--- src/rtl/semaforo_pkg.sv ---
// Shared phase encoding, lamp encoding and default timing for the semaforo lamp sequencer.
package semaforo_pkg;

  typedef enum logic [2:0] {
    NS_GREEN  = 3'd0,
    NS_YELLOW = 3'd1,
    RED_TO_LO = 3'd2,
    LO_GREEN  = 3'd3,
    LO_YELLOW = 3'd4,
    RED_TO_NS = 3'd5,
    FLASH     = 3'd6
  } phase_e;

  typedef struct packed {
    logic green;
    logic yellow;
    logic red;
  } lamp_t;

  localparam lamp_t LAMP_GREEN  = 3'b100;
  localparam lamp_t LAMP_YELLOW = 3'b010;
  localparam lamp_t LAMP_RED    = 3'b001;
  localparam lamp_t LAMP_OFF    = 3'b000;

  localparam int DEF_GREEN_MIN      = 8;
  localparam int DEF_YELLOW_CYCLES  = 3;
  localparam int DEF_ALL_RED_CYCLES = 1;
  localparam int DEF_TIMER_W        = 8;

  // Lamp for one direction in the normal phases; any other phase is red.
  function automatic lamp_t direction_lamp(input phase_e ph, input logic is_ns);
    lamp_t lamp;
    lamp = LAMP_RED;
    case (ph)
      NS_GREEN:  lamp = is_ns ? LAMP_GREEN  : LAMP_RED;
      NS_YELLOW: lamp = is_ns ? LAMP_YELLOW : LAMP_RED;
      LO_GREEN:  lamp = is_ns ? LAMP_RED    : LAMP_GREEN;
      LO_YELLOW: lamp = is_ns ? LAMP_RED    : LAMP_YELLOW;
      default:   lamp = LAMP_RED;
    endcase
    return lamp;
  endfunction

endpackage

--- src/rtl/semaforo_phase_timer.sv ---
// Phase timer: saturating up-counter with synchronous clear and asynchronous active-low reset.
module semaforo_phase_timer #(
  parameter int TIMER_W = 8
) (
  input  logic               clock,
  input  logic               reset_n,
  input  logic               clear_i,
  output logic [TIMER_W-1:0] count_o
);

  logic [TIMER_W-1:0] count_q, count_d;

  always_comb begin
    count_d = count_q;
    if (clear_i) begin
      count_d = '0;
    end else if (count_q != {TIMER_W{1'b1}}) begin
      count_d = count_q + TIMER_W'(1);
    end
  end

  always_ff @(posedge clock or negedge reset_n) begin
    if (!reset_n) begin
      count_q <= '0;
    end else begin
      count_q <= count_d;
    end
  end

  assign count_o = count_q;

endmodule

--- src/rtl/semaforo_sequencer.sv ---
// Timed, mutually exclusive lamp sequencer for a two-way intersection.
// Optional flashing-yellow mode is enabled with `define SEMAFORO_FLASH_EN.
module semaforo_sequencer
  import semaforo_pkg::*;
#(
  parameter int GREEN_MIN      = DEF_GREEN_MIN,
  parameter int YELLOW_CYCLES  = DEF_YELLOW_CYCLES,
  parameter int ALL_RED_CYCLES = DEF_ALL_RED_CYCLES,
  parameter int TIMER_W        = DEF_TIMER_W
) (
  input  logic       clock,
  input  logic       reset_n,
  input  logic       ns_req,
  input  logic       lo_req,
`ifdef SEMAFORO_FLASH_EN
  input  logic       flash,
`endif
  output logic       ns_green,
  output logic       ns_yellow,
  output logic       ns_red,
  output logic       lo_green,
  output logic       lo_yellow,
  output logic       lo_red,
  output logic [2:0] phase
);

  localparam logic [TIMER_W-1:0] GREEN_LAST  = TIMER_W'(GREEN_MIN - 1);
  localparam logic [TIMER_W-1:0] YELLOW_LAST = TIMER_W'(YELLOW_CYCLES - 1);
  localparam logic [TIMER_W-1:0] RED_LAST    = TIMER_W'(ALL_RED_CYCLES - 1);

  phase_e             state_q, state_d;
  logic               ns_pend_q, ns_pend_d;
  logic               lo_pend_q, lo_pend_d;
  logic [TIMER_W-1:0] timer;
  logic               timer_clr;
  lamp_t              ns_lamp, lo_lamp;

  semaforo_phase_timer #(
    .TIMER_W(TIMER_W)
  ) u_timer (
    .clock  (clock),
    .reset_n(reset_n),
    .clear_i(timer_clr),
    .count_o(timer)
  );

  always_comb begin
    state_d = state_q;
    case (state_q)
      NS_GREEN:  if (timer >= GREEN_LAST && (lo_pend_q || lo_req)) state_d = NS_YELLOW;
      NS_YELLOW: if (timer == YELLOW_LAST) state_d = RED_TO_LO;
      RED_TO_LO: if (timer == RED_LAST) state_d = LO_GREEN;
      LO_GREEN:  if (timer >= GREEN_LAST && (ns_pend_q || ns_req)) state_d = LO_YELLOW;
      LO_YELLOW: if (timer == YELLOW_LAST) state_d = RED_TO_NS;
      RED_TO_NS: if (timer == RED_LAST) state_d = NS_GREEN;
`ifdef SEMAFORO_FLASH_EN
      FLASH:     if (!flash) state_d = RED_TO_NS;
`endif
      default:   state_d = RED_TO_NS;
    endcase
`ifdef SEMAFORO_FLASH_EN
    if (flash) state_d = FLASH;
`endif
  end

  // Clearing on entry to a green has priority: that direction is being served now.
  always_comb begin
    ns_pend_d = ns_pend_q | (ns_req & (state_q != NS_GREEN));
    lo_pend_d = lo_pend_q | (lo_req & (state_q != LO_GREEN));
    if (state_d == NS_GREEN && state_q != NS_GREEN) ns_pend_d = 1'b0;
    if (state_d == LO_GREEN && state_q != LO_GREEN) lo_pend_d = 1'b0;
`ifdef SEMAFORO_FLASH_EN
    if (state_q == FLASH && state_d != FLASH) begin
      ns_pend_d = 1'b0;
      lo_pend_d = 1'b0;
    end
`endif
  end

`ifdef SEMAFORO_FLASH_EN
  logic blink_q, blink_d;
  logic flash_wrap;

  // In FLASH the timer is reused as the blink half-period counter.
  assign flash_wrap = (state_q == FLASH) && (state_d == FLASH) && (timer == YELLOW_LAST);
  assign timer_clr  = (state_d != state_q) || flash_wrap;

  always_comb begin
    blink_d = blink_q;
    if (state_d == FLASH && state_q != FLASH) begin
      blink_d = 1'b1;
    end else if (flash_wrap) begin
      blink_d = ~blink_q;
    end
  end

  always_ff @(posedge clock or negedge reset_n) begin
    if (!reset_n) begin
      blink_q <= 1'b0;
    end else begin
      blink_q <= blink_d;
    end
  end
`else
  assign timer_clr = (state_d != state_q);
`endif

  always_ff @(posedge clock or negedge reset_n) begin
    if (!reset_n) begin
      state_q   <= RED_TO_NS;
      ns_pend_q <= 1'b0;
      lo_pend_q <= 1'b0;
    end else begin
      state_q   <= state_d;
      ns_pend_q <= ns_pend_d;
      lo_pend_q <= lo_pend_d;
    end
  end

  always_comb begin
    ns_lamp = direction_lamp(state_q, 1'b1);
    lo_lamp = direction_lamp(state_q, 1'b0);
`ifdef SEMAFORO_FLASH_EN
    if (state_q == FLASH) begin
      ns_lamp = blink_q ? LAMP_YELLOW : LAMP_OFF;
      lo_lamp = blink_q ? LAMP_YELLOW : LAMP_OFF;
    end
`endif
  end

  assign ns_green  = ns_lamp.green;
  assign ns_yellow = ns_lamp.yellow;
  assign ns_red    = ns_lamp.red;
  assign lo_green  = lo_lamp.green;
  assign lo_yellow = lo_lamp.yellow;
  assign lo_red    = lo_lamp.red;
  assign phase     = state_q;

endmodule

--- config.mk ---
export PLATFORM = sky130hd
export DESIGN_NAME = semaforo_sequencer
export DESIGN_NICKNAME = d
export VERILOG_FILES = /design/src/rtl/semaforo_pkg.sv /design/src/rtl/semaforo_phase_timer.sv /design/src/rtl/semaforo_sequencer.sv
export SDC_FILE = /design/constraint.sdc
export NUM_CORES = 1
export LEC_CHECK = 0
export ABC_AREA = 1
export CORE_UTILIZATION = 55
export CTS_BUF_LIST = sky130_fd_sc_hd__clkbuf_4
export DETAILED_ROUTE_END_ITERATION = 10
export PLACE_DENSITY_LB_ADDON = 0.25
export SYNTH_ARGS = -nofsm -noshare
export SYNTH_HDL_FRONTEND = slang
export SYNTH_SLANG_ARGS = --single-unit
--- constraint.sdc ---
create_clock -name clock -period 1.8 [get_ports clock]
set_input_delay 0.54 -clock clock [delete_from_list [all_inputs] [get_ports clock]]
set_output_delay 0.54 -clock clock [all_outputs]
set_load 0.01 [all_outputs]
==> impl_metrics.env, run 1 <==
export IMPL_critical_path_max_fanout=8
export IMPL_clk_latency_ns=0.29
export IMPL_finalSetupViolations=15
export IMPL_gp_routability_congestion=0.870
export IMPL_cts_path_max_buffers=2
export IMPL_n_antenna_cell=0
export IMPL_yosys_top_cells_area="dfrtp_1, nor2_1, nand2_1"
export IMPL_final_layout_size_suffix_gt1_frac=0.448
export IMPL_p_int_mw=1.21
export IMPL_worst_setup_hold_path_clk_slew_ns=0.09
export IMPL_tritoncts="built"
export IMPL_grt_use_total=0.257
export IMPL_wl_per_cell_um=19.2
export IMPL_final_number_of_hold_violating_endpoints=0
export IMPL_power_net_switching_mw=1.18
export IMPL_violations="setup timing"
export IMPL_die_x_um=41.4
export IMPL_floorplan_die_height_um=41.4
export IMPL_drt_vias_per_instance=6.19
export IMPL_worstSetupPathType="reg2reg"
export IMPL_largest_net_degree_at_the_start_of_global_routing=14
export IMPL_worst_ep_arrival_time_ns=2.18
export IMPL_drt_pre_antenna_iters=4
export IMPL_cts_inserted_buffers=3
export IMPL_syn_inst=124
export IMPL_yosys_register_bits=13
export IMPL_p_leak_nw=0.641
export IMPL_synth_top_area_frac=0.322
export IMPL_unrepaired_setup_endpoints_after_global_routing="yes"
export IMPL_synth_yosys_warnings=0
export IMPL_fmax_mhz=510
export IMPL_run_status="finished, violations left"
export IMPL_starting_density_of_the_core=0.626
export IMPL_finalCoreUtilization=0.929
export IMPL_finalCritPeriodShare=1.09
export IMPL_postRouteWirelength_um=3410
export IMPL_power_switching_fraction=0.494
export IMPL_gr_total_overflow=0
export IMPL_ant_nets=0
export IMPL_nets=171
export IMPL_core_region_area_mm2=0.00137
export IMPL_route_vias_total=1101
export IMPL_final_setup_worst_slack_ns=-0.160
export IMPL_grt_first_pass_wirelength_um=3420
export IMPL_cell_area_synth_um2=856
export IMPL_power_density_cell_area_mw_per_mm2=1890
export IMPL_first_iter_violations=72
export IMPL_cts_htree_levels=1
export IMPL_ir_drop_uv=1680
export IMPL_clock_power_share=0.085
export IMPL_dp_hpwl_um=1540
export IMPL_ctsRootBufferMaster="clkbuf_4"
export IMPL_hold_path_class="in2async"
export IMPL_synth_lib_cells_used_distinct=18
export IMPL_cp_end_kind="flop"
export IMPL_ys_seq_area_frac=0.383
export IMPL_drv_max_cap_violation_count=0
export IMPL_port_buffers=12
export IMPL_min_period_ns=1.96
export IMPL_initial_antenna_violation_count=0
export IMPL_cts_num_sinks=13
export IMPL_critical_path_rt_ns=2.02
export IMPL_number_of_global_route_vias_before_repair=838
export IMPL_timing_final_max_slew_violations=0
export IMPL_synthToLayoutAreaGrowth_pct=48.4
export IMPL_tightest_slew_ns=0.350
export IMPL_comb_power_share=0.705
export IMPL_timing_critical_path_from_type="flop"
export IMPL_worst_slew_margin_rel=0.764
export IMPL_worst_clock_skew_ns=0.0139
export IMPL_detailedPlace_worstSlack_ns=-0.150
export IMPL_rows=13
export IMPL_most_common_layout_cells="nor2_1, buf_4, nand2_1, inv_1"
export IMPL_fin_setup_tns_ns=-1.44
export IMPL_seq_power_share=0.210
export IMPL_leading_area_contributor_after_synthesis="dfrtp_1"
export IMPL_io_pin_count=13
export IMPL_synth_nets=131
export IMPL_die_area_mm2=0.00172
export IMPL_synth_area_per_cell_um2=6.90
export IMPL_detail_route_drc_violations=0
final cells by class:
class	count	area (um^2)
multi-input cells	91	547
flip-flops and latches	13	328
repair buffers	35	269
fillers	52	96.3
inverters	20	77.6
clock buffers	4	30.0
well taps	15	18.8
cell families after synthesis:
kind of cell               synth area share
and+or+nand+nor                       0.363
buffers and inverters                0.0877
AOI/OAI and AO/OA                    0.0819
DFF                                   0.383
xor gates and xnor gates             0.0409
adders and majority gates            0.0439
sequential cells by signal (all words and copies together) (netlist names):
name / count
u_timer.count_o: 8
phase: 3
ns_pend_q: 1
lo_pend_q: 1
path summary, 6_finish.rpt:
path / slack, ns / endpoint / cells after the start / start
setup / recovery: -0.16 / u_timer.count_o[3]$_DFFE_PN0P_ / 10 / u_timer.count_o[0]$_DFFE_PN0P_
hold / removal: 0.55 / u_timer.count_o[0]$_DFFE_PN0P_ / 2 / reset_n
setup reg to reg: -0.16 / u_timer.count_o[3]$_DFFE_PN0P_ / 10 / u_timer.count_o[0]$_DFFE_PN0P_
hold reg to reg: 0.58 / lo_pend_q$_DFF_PN0_ / 2 / lo_pend_q$_DFF_PN0_
max in group asynchronous: 1.00 / phase[0]$_DFF_PN1_ / 2 / reset_n
min in group clock: 0.58 / lo_pend_q$_DFF_PN0_ / 2 / lo_pend_q$_DFF_PN0_
worst max-delay path, stage by stage, from the launching register on:
cell	delay [ns]
dfrtp_1	0.43
ha_2	0.23
nand2_2	0.08
nand2_2	0.07
nor2_1	0.15
nor2_1	0.09
nor2_2	0.21
nor2_1	0.08
o21ai_1	0.15
nand3_4	0.21
nor2_1	0.18
Yosys cell counts:
| cell type | count |
|---|---|
| nor2_1 | 32 |
| nand2_1 | 24 |
| inv_1 | 18 |
| dfrtp_1 | 11 |
| o21ai_0 | 8 |
| nand2_2 | 5 |
| nand3_1 | 5 |
| xor2_1 | 4 |
| a21oi_1 | 3 |
| ha_1 | 3 |
| dfstp_2 | 2 |
| inv_2 | 2 |
| nor2_2 | 2 |
| nand3_4 | 1 |
| nand4_1 | 1 |
| nor3b_1 | 1 |
| o211ai_1 | 1 |
| o21bai_1 | 1 |
per-stage QoR:
stage          power, mW  instance area (um^2)  std cells  hold slack, ns
2_1_floorplan       1.11                   856        124           0.244
3_3_place_gp        1.64                  1100        165           0.487
3_5_place_dp        1.68                  1100        165           0.519
4_1_cts             1.83                  1110        170           0.541
5_1_grt             2.48                  1270        178           0.564
6_report            2.40                  1270        178           0.550
what timing repair did:
item                       CTS  global route
setup buffers                1             8
gates resized for setup     28            39
pin swaps                    4            15
hold buffers                 0             0
setup endpoints to repair    9            16
routing by layer:
layer	routed length, um	part of all wire	vias to the layer above	track usage
met3	270	0.079	37	0.0522
li1	-	-	459	-
met1	1270	0.37	506	0.330
met2	1580	0.46	99	0.431
met5	0	0	-	0
met4	296	0.087	0	0.0839
power by group through the flow:
stage,clock (mW),combinational (mW),sequential [mW]
2_1_floorplan,0,0.637,0.474
3_3_place_gp,0,1.18,0.455
3_5_place_dp,0,1.22,0.462
4_1_cts,0.196,1.18,0.456
5_1_grt,0.213,1.76,0.505
6_report,0.204,1.69,0.503
(Power assumes the default switching activity.)
==> run 2, diff against run 1 <==
--- a/config.mk
+++ b/config.mk
@@ -6,7 +6,9 @@
 export NUM_CORES = 1
 export LEC_CHECK = 0
 export ABC_AREA = 1
-export CORE_UTILIZATION = 55
+export CELL_PAD_IN_SITES_DETAIL_PLACEMENT = 1
+export CELL_PAD_IN_SITES_GLOBAL_PLACEMENT = 2
+export CORE_UTILIZATION = 30
 export CTS_BUF_LIST = sky130_fd_sc_hd__clkbuf_4
 export DETAILED_ROUTE_END_ITERATION = 10
 export PLACE_DENSITY_LB_ADDON = 0.25
==> run 2 against run 1 <==
Sequential power decreased by 8.0%. Critical path type is now reg2out. Register-to-register slack gained 0.15 ns. Combinational power down 9%. Clock-buffer cell count unchanged. Sequential cell count is the same. Critical path depth is 4 lower. Routed wire length decreased by 27%. The flow still finishes with violations (setup timing). Cell count is 10% higher. Largest power group unchanged.
==> impl_metrics.env, run 2 (same netlist as run 1, synthesis figures left out) <==
export IMPL_timing_final_max_slew_violations=0
export IMPL_ctsRootBufferMaster="clkbuf_4"
export IMPL_dp_hpwl_um=1810
export IMPL_initial_antenna_violation_count=0
export IMPL_drt_pre_antenna_iters=4
export IMPL_io_pin_count=13
export IMPL_crit_reg2reg_capture="u_timer.count_o[3]$_DFFE_PN0P_"
export IMPL_layout_cells_most_common="nand2_1"
export IMPL_min_period_ns=1.88
export IMPL_fmax_mhz=532
export IMPL_timing_critical_path_from_type="flop"
export IMPL_rr_startpoint="phase[0]$_DFF_PN1_"
export IMPL_n_antenna_cell=0
export IMPL_power_density_cell_area_mw_per_mm2=1690
export IMPL_cts_num_sinks=13
export IMPL_rows=19
export IMPL_worst_clock_skew_ns=0.0105
export IMPL_critical_path_cell_chain="buf_6, nor2_1, nand2_1, buf_6, inv_2, buf_6"
export IMPL_first_iter_violations=21
export IMPL_number_of_global_route_vias_before_repair=908
export IMPL_fin_setup_tns_ns=-0.201
export IMPL_finalCritPeriodShare=1.04
export IMPL_worstSetupPathType="reg2out"
export IMPL_hold_path_class="reg2reg"
export IMPL_worst_r2r_path_depth=13
export IMPL_worst_setup_path_startpoint="phase[0]$_DFF_PN1_"
export IMPL_cts_htree_levels=1
export IMPL_design_area_mm2=0.00131
export IMPL_cp_end_kind="output port"
export IMPL_critical_path_slowest_cell="dfstp_2"
export IMPL_wl_per_cell_um=12.7
export IMPL_final_layout_size_suffix_gt1_frac=0.400
export IMPL_finalCoreUtilization=0.477
export IMPL_floorplan_die_height_um=55.4
export IMPL_detail_route_drc_violations=0
export IMPL_worst_path_dominant_cell_family="flip-flops"
export IMPL_critical_path_max_fanout=2
export IMPL_number_of_logic_stages_on_the_critical_path_including_buffering=6
export IMPL_run_status="finished, violations left"
export IMPL_nets=173
export IMPL_final_setup_worst_slack_ns=-0.0790
export IMPL_reg2reg_slack_ns=-0.01
export IMPL_die_area_mm2=0.00307
export IMPL_gp_routability_congestion=0.771
export IMPL_largest_reg_flops=8
export IMPL_grt_use_total=0.174
export IMPL_clk_latency_ns=0.27
export IMPL_unrepaired_setup_endpoints_after_global_routing="yes"
export IMPL_cts_path_max_buffers=2
export IMPL_ir_drop_uv=921
export IMPL_critical_path_max_stage_delay_ns=0.57
export IMPL_final_cells=196
export IMPL_worst_setup_hold_path_clk_slew_ns=0.09
export IMPL_core_region_area_mm2=0.00273
export IMPL_ant_nets=0
export IMPL_final_number_of_hold_violating_endpoints=0
export IMPL_cts_inserted_buffers=3
export IMPL_critical_path_n_buffers_inverters=4
export IMPL_synthToLayoutAreaGrowth_pct=52.5
export IMPL_largest_net_degree_at_the_start_of_global_routing=14
export IMPL_dpl_cell_area_mm2=0.00112
export IMPL_cts_hold_repair_buffers=0
export IMPL_finalSetupViolations=8
export IMPL_violations="setup timing"
export IMPL_critical_path_rt_ns=1.26
export IMPL_tightest_slew_ns=0.365
export IMPL_most_common_layout_cells="nand2_1, nor2_1, buf_4, inv_1, nor2_2"
export IMPL_place_detailed_instances=181
export IMPL_worst_ep_arrival_time_ns=1.34
export IMPL_port_buffers=12
export IMPL_drt_vias_per_instance=4.72
export IMPL_postRouteWirelength_um=2480
export IMPL_final_fill_count=342
export IMPL_grt_first_pass_wirelength_um=4240
export IMPL_starting_density_of_the_core=0.313
export IMPL_worst_slew_margin_rel=0.754
export IMPL_route_vias_total=925
export IMPL_die_x_um=55.4
export IMPL_most_common_cell_on_crit_path="buf_6"
export IMPL_tritoncts="built"
export IMPL_gr_total_overflow=0
export IMPL_drv_max_cap_violation_count=0
export IMPL_p_leak_nw=0.658
export IMPL_worst_setup_path_endpoint="ns_green"
run 2: changes by cell type in the layout (fill, tap and decap cells not counted), sizes merged:
cell	before	now
clkdlybuf4s15	0	1
dlygate4sd2	2	1
buf	28	32
clkbuf	6	4
run 2: cell type report:
cell class	instances	area, um^2	share of cell area
repair buffers	37	312	0.239
multi-input cells	91	518	0.397
inverters	20	77.6	0.0594
flip-flops and latches	13	329	0.252
well taps	31	38.8	0.0297
clock buffers	4	30.0	0.0230
run 2: worst reg2reg max path: cells and delay by family, from the launching register on:
| family | cells | cell delay [ns] |
|---|---|---|
| AO/OA/AOI/OAI | 1 | 0.06 |
| buffers and inverters | 3 | 0.32 |
| flip-flops | 1 | 0.57 |
| AND/OR/NAND/NOR | 9 | 0.80 |
run 2: power breakdown:
group | switching, mW | internal (mW) | leakage, nW | total, mW
Sequential | 0.0728 | 0.390 | 0.162 | 0.463
Combinational | 0.816 | 0.725 | 0.477 | 1.54
Clock | 0.0955 | 0.101 | 0.0184 | 0.196
Total | 0.984 | 1.22 | 0.658 | 2.20
run 2: per-layer routing:
| layer | part of all wire | track usage |
|---|---|---|
| met4 | 0.0072 | 0.0536 |
| met3 | 0.015 | 0.0164 |
| met5 | 0 | 0 |
| met2 | 0.55 | 0.306 |
| met1 | 0.43 | 0.224 |
run 2: worst min path at each step:
stage	from	endpoint	slack (ns)	cells after the start
2_1_floorplan	reset_n	lo_pend_q$_DFF_PN0_	0.24	0
3_3_place_gp	lo_pend_q$_DFF_PN0_	lo_pend_q$_DFF_PN0_	0.49	2
3_5_place_dp	lo_pend_q$_DFF_PN0_	lo_pend_q$_DFF_PN0_	0.50	2
4_1_cts	lo_pend_q$_DFF_PN0_	lo_pend_q$_DFF_PN0_	0.53	2
5_1_grt	reset_n	u_timer.count_o[4]$_DFFE_PN0P_	0.58	2
6_report	lo_pend_q$_DFF_PN0_	lo_pend_q$_DFF_PN0_	0.54	2
run 2: stage by stage:
stage,power (mW),worst slack [ns],hold slack [ns]
floorplan,1.11,0.246,0.244
global placement,1.64,-0.187,0.492
detailed placement,1.66,-0.171,0.503
CTS,1.91,-0.0869,0.528
global route,2.39,-0.167,0.583
finish,2.20,-0.0790,0.537
run 2: what timing repair did:
item / CTS / global route
gates resized for setup: 39 / 23
pin swaps: 0 / 3
setup buffers: 5 / 6
setup endpoints to repair: 17 / 15
